### src/rtl/interlaken_pkg.sv
// Shared Interlaken RX definitions: block-lock FSM states, sync header codes, stats width.
// Latency: n/a (types and constants only). Backpressure: n/a.
// Imported by rx_block_lock and its statistics counters.
package interlaken_pkg;

    typedef enum logic [1:0] {
        INIT       = 2'd0,
        TEST       = 2'd1,
        SLIP_PULSE = 2'd2,
        SLIP_HOLD  = 2'd3
    } lock_state_t;

    localparam logic [1:0] SH_DATA = 2'b01;
    localparam logic [1:0] SH_CTRL = 2'b10;

    localparam int STATS_W = 16;

    function automatic logic sh_is_valid(input logic [1:0] sh);
        return (sh == SH_DATA) || (sh == SH_CTRL);
    endfunction

endpackage

### src/rtl/sat_counter.sv
// Saturating event counter: counts inc pulses and sticks at all-ones.
// Latency: count updates on the clock edge that samples inc.
// Backpressure: none; increments arriving at saturation are dropped.
module sat_counter #(
    parameter int W = 16
) (
    input  logic         clk,
    input  logic         rst,
    input  logic         inc,
    output logic [W-1:0] count
);

    always_ff @(posedge clk or posedge rst) begin
        if (rst) begin
            count <= '0;
        end else if (inc && (count != '1)) begin
            count <= count + 1'b1;
        end
    end

endmodule

### src/rtl/rx_block_lock.sv
// Interlaken RX block-lock FSM: slips the gearbox until sync headers are clean, then holds BLOCK_LOCK.
// Latency: SLIP/BLOCK_LOCK are registered, one cycle after the deciding header is sampled.
// Backpressure: none; HEADER_VALID gaps only stall counting. RX_BLOCK_LOCK_STATS_EN adds slip/lock-loss counters.
module rx_block_lock
    import interlaken_pkg::*;
#(
    parameter int SH_CNT_MAX     = 64,
    parameter int SH_INVALID_MAX = 16,
    parameter int SLIP_WAIT      = 32
) (
    input  logic       USER_CLK,
    input  logic       RESET,
    input  logic [1:0] HEADER_IN,
    input  logic       HEADER_VALID,
    output logic       SLIP,
    output logic       BLOCK_LOCK
`ifdef RX_BLOCK_LOCK_STATS_EN
    ,
    output logic [STATS_W-1:0] SLIP_COUNT,
    output logic [STATS_W-1:0] LOCK_LOSS_COUNT
`endif
);

    localparam int CW = $clog2(SH_CNT_MAX + 1);
    localparam int IW = $clog2(SH_INVALID_MAX + 1);
    localparam int HW = $clog2(SLIP_WAIT + 1);

    lock_state_t   state;
    logic [CW-1:0] sh_cnt;
    logic [IW-1:0] sh_invalid_cnt;
    logic [HW-1:0] hold_cnt;

    logic          hdr_bad;
    logic [CW-1:0] sh_cnt_nxt;
    logic [IW-1:0] sh_invalid_nxt;

    // Counts including the header being sampled this cycle.
    assign hdr_bad        = !sh_is_valid(HEADER_IN);
    assign sh_cnt_nxt     = sh_cnt + 1'b1;
    assign sh_invalid_nxt = sh_invalid_cnt + IW'(hdr_bad);

    always_ff @(posedge USER_CLK or posedge RESET) begin
        if (RESET) begin
            state          <= INIT;
            sh_cnt         <= '0;
            sh_invalid_cnt <= '0;
            hold_cnt       <= '0;
            SLIP           <= 1'b0;
            BLOCK_LOCK     <= 1'b0;
        end else begin
            SLIP <= 1'b0;
            case (state)
                INIT: begin
                    sh_cnt         <= '0;
                    sh_invalid_cnt <= '0;
                    hold_cnt       <= '0;
                    state          <= TEST;
                end
                TEST: begin
                    if (HEADER_VALID) begin
                        if (!BLOCK_LOCK && hdr_bad) begin
                            SLIP  <= 1'b1;
                            state <= SLIP_PULSE;
                        end else if (BLOCK_LOCK && (sh_invalid_nxt == IW'(SH_INVALID_MAX))) begin
                            // Lock loss outranks a window ending on the same header.
                            BLOCK_LOCK <= 1'b0;
                            SLIP       <= 1'b1;
                            state      <= SLIP_PULSE;
                        end else if (sh_cnt_nxt == CW'(SH_CNT_MAX)) begin
                            BLOCK_LOCK     <= 1'b1;
                            sh_cnt         <= '0;
                            sh_invalid_cnt <= '0;
                        end else begin
                            sh_cnt         <= sh_cnt_nxt;
                            sh_invalid_cnt <= sh_invalid_nxt;
                        end
                    end
                end
                SLIP_PULSE: begin
                    hold_cnt <= HW'(SLIP_WAIT);
                    state    <= SLIP_HOLD;
                end
                SLIP_HOLD: begin
                    hold_cnt <= hold_cnt - 1'b1;
                    if (hold_cnt == HW'(1)) begin
                        sh_cnt         <= '0;
                        sh_invalid_cnt <= '0;
                        state          <= TEST;
                    end
                end
                default: state <= INIT;
            endcase
        end
    end

`ifdef RX_BLOCK_LOCK_STATS_EN
    logic block_lock_q;

    always_ff @(posedge USER_CLK or posedge RESET) begin
        if (RESET) begin
            block_lock_q <= 1'b0;
        end else begin
            block_lock_q <= BLOCK_LOCK;
        end
    end

    sat_counter #(.W(STATS_W)) u_slip_cnt (
        .clk   (USER_CLK),
        .rst   (RESET),
        .inc   (SLIP),
        .count (SLIP_COUNT)
    );

    sat_counter #(.W(STATS_W)) u_lock_loss_cnt (
        .clk   (USER_CLK),
        .rst   (RESET),
        .inc   (block_lock_q && !BLOCK_LOCK),
        .count (LOCK_LOSS_COUNT)
    );
`endif

endmodule

### config.mk
export PLATFORM = sky130hd
export DESIGN_NAME = rx_block_lock
export DESIGN_NICKNAME = d
export VERILOG_FILES = /design/src/rtl/interlaken_pkg.sv /design/src/rtl/sat_counter.sv /design/src/rtl/rx_block_lock.sv
export SDC_FILE = /design/constraint.sdc
export NUM_CORES = 1
export LEC_CHECK = 0
export CORE_MARGIN = 2
export CORE_UTILIZATION = 58
export DETAILED_ROUTE_END_ITERATION = 8
export GPL_TIMING_DRIVEN = 0
export PLACE_DENSITY = 0.83
export SYNTH_ARGS = -nofsm -noshare
export SYNTH_HDL_FRONTEND = slang
export SYNTH_SLANG_ARGS = --single-unit
### constraint.sdc
create_clock -name USER_CLK -period 3.6 [get_ports USER_CLK]
set_input_delay 0.54 -clock USER_CLK [delete_from_list [all_inputs] [get_ports USER_CLK]]
set_output_delay 0.54 -clock USER_CLK [all_outputs]
set_load 0.02 [all_outputs]
==> flow_metrics.py <==
metrics = {
    "logic_synthesis": {
        "synth-edff-count": 0,
        "yosysWarnings": 0,
        "avgSynthCellArea_um2": 9.471,
        "async_reset_ff_frac": 1.000,
        "ys.flop_type": "dfrtp_1",
        "yosysSeqAreaShare": 0.4037,
        "synth_top_area_frac": 0.4037,
        "syn_nets": 158,
        "synthesis.area_um2": 1364,
        "ys_seq_elements": 22,
        "synthCells": 144,
        "ys_types": 43,
        "synth_area_leaders": "dfrtp_1, ha_1, o21ai_0",
        "synth_top_cell_by_area": "dfrtp_1",
    },
    "power_and_ir_drop": {
        "pwr-share-clk": 0.288,
        "p_comb_frac": 0.062,
        "switching_power_mw": 0.08488,
        "p_per_area_nw_per_um2": 256.3,
        "seq_power_share": 0.651,
        "internal_power_mw": 0.2948,
        "p_leak_nw": 0.6182,
        "power_mw": 0.3797,
        "ir_drop_mv": 0.1970,
        "p_sw_frac": 0.2235,
    },
    "drt": {
        "drc": 0,
        "drt_pre_antenna_iters": 4,
        "wirelength_um": 2712,
        "wl_per_cell_um": 14.98,
        "ant_nets": 0,
        "vias": 1126,
        "viasPerCell": 6.221,
        "drtIter0Drc": 23,
    },
    "sta": {
        "slew_headroom": 0.4444,
        "period_share": 0.8698,
        "period_minus_slack_ns": 3.131,
        "fin_tns_setup_ns": 0,
        "max_freq_mhz": 319.4,
        "skew_ns": 0.002052,
        "rsz0062_at_grt": "no",
        "finalMaxSlewViolations": 0,
        "finalSetupViolCount": 0,
        "hold_viol_final": 0,
        "whs_ns": 0.5173,
        "timing.final.ws_setup_ns": 0.4686,
        "worst-slew-pin-transition_ns": 0.8324,
    },
    "placed_design": {
        "dpl.hpwl_um": 2024,
        "gp_congestion": 0.8418,
        "io_buffers": 6,
        "place_ws_ns": 0.1291,
    },
    "finish": {
        "area_growth_pct": 8.624,
        "final_common_cell": "dfrtp_1",
        "drive_above_1_share": 0.06536,
        "fin_util": 0.6697,
        "nNetsFinal": 169,
        "diodes": 0,
        "final_cell_mix": "dfrtp_1, o21ai_0, inv_1",
    },
    "grt": {
        "grt_max_degree": 23,
        "antenna_found_initial": 0,
        "track_usage": 0.2314,
        "grt_pass1_vias": 1133,
        "grt_overflow": 0,
        "grt_pass1_wl_um": 4761,
    },
    "floorplanning": {
        "dieHeight_um": 52.49,
        "die-area_um2": 2755,
        "start_util": 0.6165,
        "io_pins": 7,
        "fp.dieW_um": 52.49,
        "row_count": 17,
        "core_area_um2": 2212,
    },
    "critical_path": {
        "path_class": "input port to register",
        "reg2reg_from": "sh_invalid_cnt[0]$_DFFE_PP0P_",
        "reg2reg_slack_ns": 0.94,
        "cp.arrival_ns": 3.33,
        "start_kind": "input port",
        "cpMostUsedCell": "ha_1",
        "crit_chain": "clkdlybuf4s50_1 -> xnor2_1 -> ha_1 -> ha_1 -> or3b_1 -> or4_4 -> o211a_1 -> buf_6 -> and3_4 -> mux2_2",
        "startpoint": "HEADER_IN[1]",
        "worstPathMaxFanout": 10,
        "slowest_stage": "or4_4",
        "r2r-end": "sh_cnt[0]$_DFFE_PP0P_",
        "worstSetupEndpointType": "register",
        "cp.required_ns": 3.80,
        "reg2reg_depth": 8,
        "slowest_delay_ns": 0.50,
        "setup.worst_path.end": "sh_cnt[0]$_DFFE_PP0P_",
    },
    "clock_network": {
        "post-cts-setup-buffers": 0,
        "clkLatencyLatePin_ns": 0.30,
        "cts.sinks": 22,
        "postCtsHoldBufs": 0,
        "clock_path_buffers": 2,
        "cts.repair.resized": 0,
        "cts.clk_slew.worst_paths_ns": 0.12,
        "clockRootBuffer": "clkbuf_4",
        "tritoncts": "yes",
        "htreeDepth": 1,
        "cts_buffers": 3,
    },
    "min_path": {
        "hp-class": "register to register",
    },
    "run_status": {
        "outcome": "finished, final reports clean",
    },
    "run": {
        "maxCapViolCount": 0,
    },
}
-- critical path, delay by kind of cell --
family / cells / cell delay, ns
and+or+nand+nor: 3 / 1.07
buffers and inverters: 2 / 0.55
adders and majority gates: 2 / 0.48
xor gates and xnor gates: 1 / 0.26
muxes: 1 / 0.25
AOI/OAI and AO/OA: 1 / 0.15
-- worst min path at each step --
stage                                       start                       to  slack (ns)  depth (start not counted)
after detailed placement  hold_cnt[4]$_DFFE_PP0P_  hold_cnt[4]$_DFFE_PP0P_        0.49                          2
after global placement    hold_cnt[4]$_DFFE_PP0P_  hold_cnt[4]$_DFFE_PP0P_        0.48                          2
final                     hold_cnt[4]$_DFFE_PP0P_  hold_cnt[4]$_DFFE_PP0P_        0.52                          2
after CTS                 hold_cnt[4]$_DFFE_PP0P_  hold_cnt[4]$_DFFE_PP0P_        0.52                          2
after floorplan           hold_cnt[4]$_DFFE_PP0P_  hold_cnt[4]$_DFFE_PP0P_        0.46                          2
after global routing        sh_cnt[5]$_DFFE_PP0P_    sh_cnt[5]$_DFFE_PP0P_        0.58                          1
-- synth_stat cells, types with 2 or more instances --
cell,instances
a22o_1,3
o21ai_1,2
clkbuf_1,3
nor2b_1,2
o21ai_0,15
a21oi_1,2
dfrtp_1,22
o2111ai_1,4
or3_1,5
o211ai_1,4
nand3_1,5
and2_1,5
nor3_1,2
nand4b_1,2
nand2_1,7
inv_1,10
a211oi_1,2
a31oi_1,6
ha_1,9
nand2b_1,4
mux2i_1,2
nor2_1,7
-- stage by stage --
stage | cell area, um^2 | cells
finish | 1481 | 181
global route | 1481 | 181
CTS | 1481 | 181
detailed placement | 1459 | 178
global placement | 1459 | 178
floorplan | 1364 | 144
-- area by class of cell --
class,instances,area [um^2]
plain buffers,4,22.52
clock buffers,3,22.52
fillers,177,730.7
inverters,10,37.54
multi-input cells,108,753.2
flip-flops and latches,22,550.5
well taps,28,35.03
repair buffers,6,60.06
-- cells by family after synthesis --
logic type	share of synthesized area
buffers and inverters	0.04404
AO/OA/AOI/OAI	0.2413
adder cells (fa/ha/maj)	0.08257
flip-flops	0.4037
AND/OR/NAND/NOR	0.1991
XOR/XNOR	0.006423
multiplexers	0.02294
-- registers in the layout (all words and copies together), names as in the netlist --
register / count
sh_invalid_cnt: 5
SLIP: 1
hold_cnt: 6
sh_cnt: 7
state: 2
BLOCK_LOCK: 1
-- power by group through the flow --
stage / combinational [mW] / sequential [mW] / clock [mW]
2_1_floorplan: 0.0146 / 0.252 / 0
3_3_place_gp: 0.0230 / 0.252 / 0
3_5_place_dp: 0.0240 / 0.252 / 0
4_1_cts: 0.0239 / 0.247 / 0.114
5_1_grt: 0.0269 / 0.247 / 0.120
6_report: 0.0234 / 0.247 / 0.109
-- routing by layer --
| layer | vias to the layer above | GRT usage | routed length [um] |
|---|---|---|---|
| met3 | 2 | 0.03143 | 120 |
| met1 | 541 | 0.2899 | 1233 |
| met5 | - | 0 | 0 |
| met2 | 25 | 0.4063 | 1348 |
| li1 | 558 | - | - |
| met4 | 0 | 0.07692 | 9 |
No activity file was read; power rests on OpenSTA's default activity.
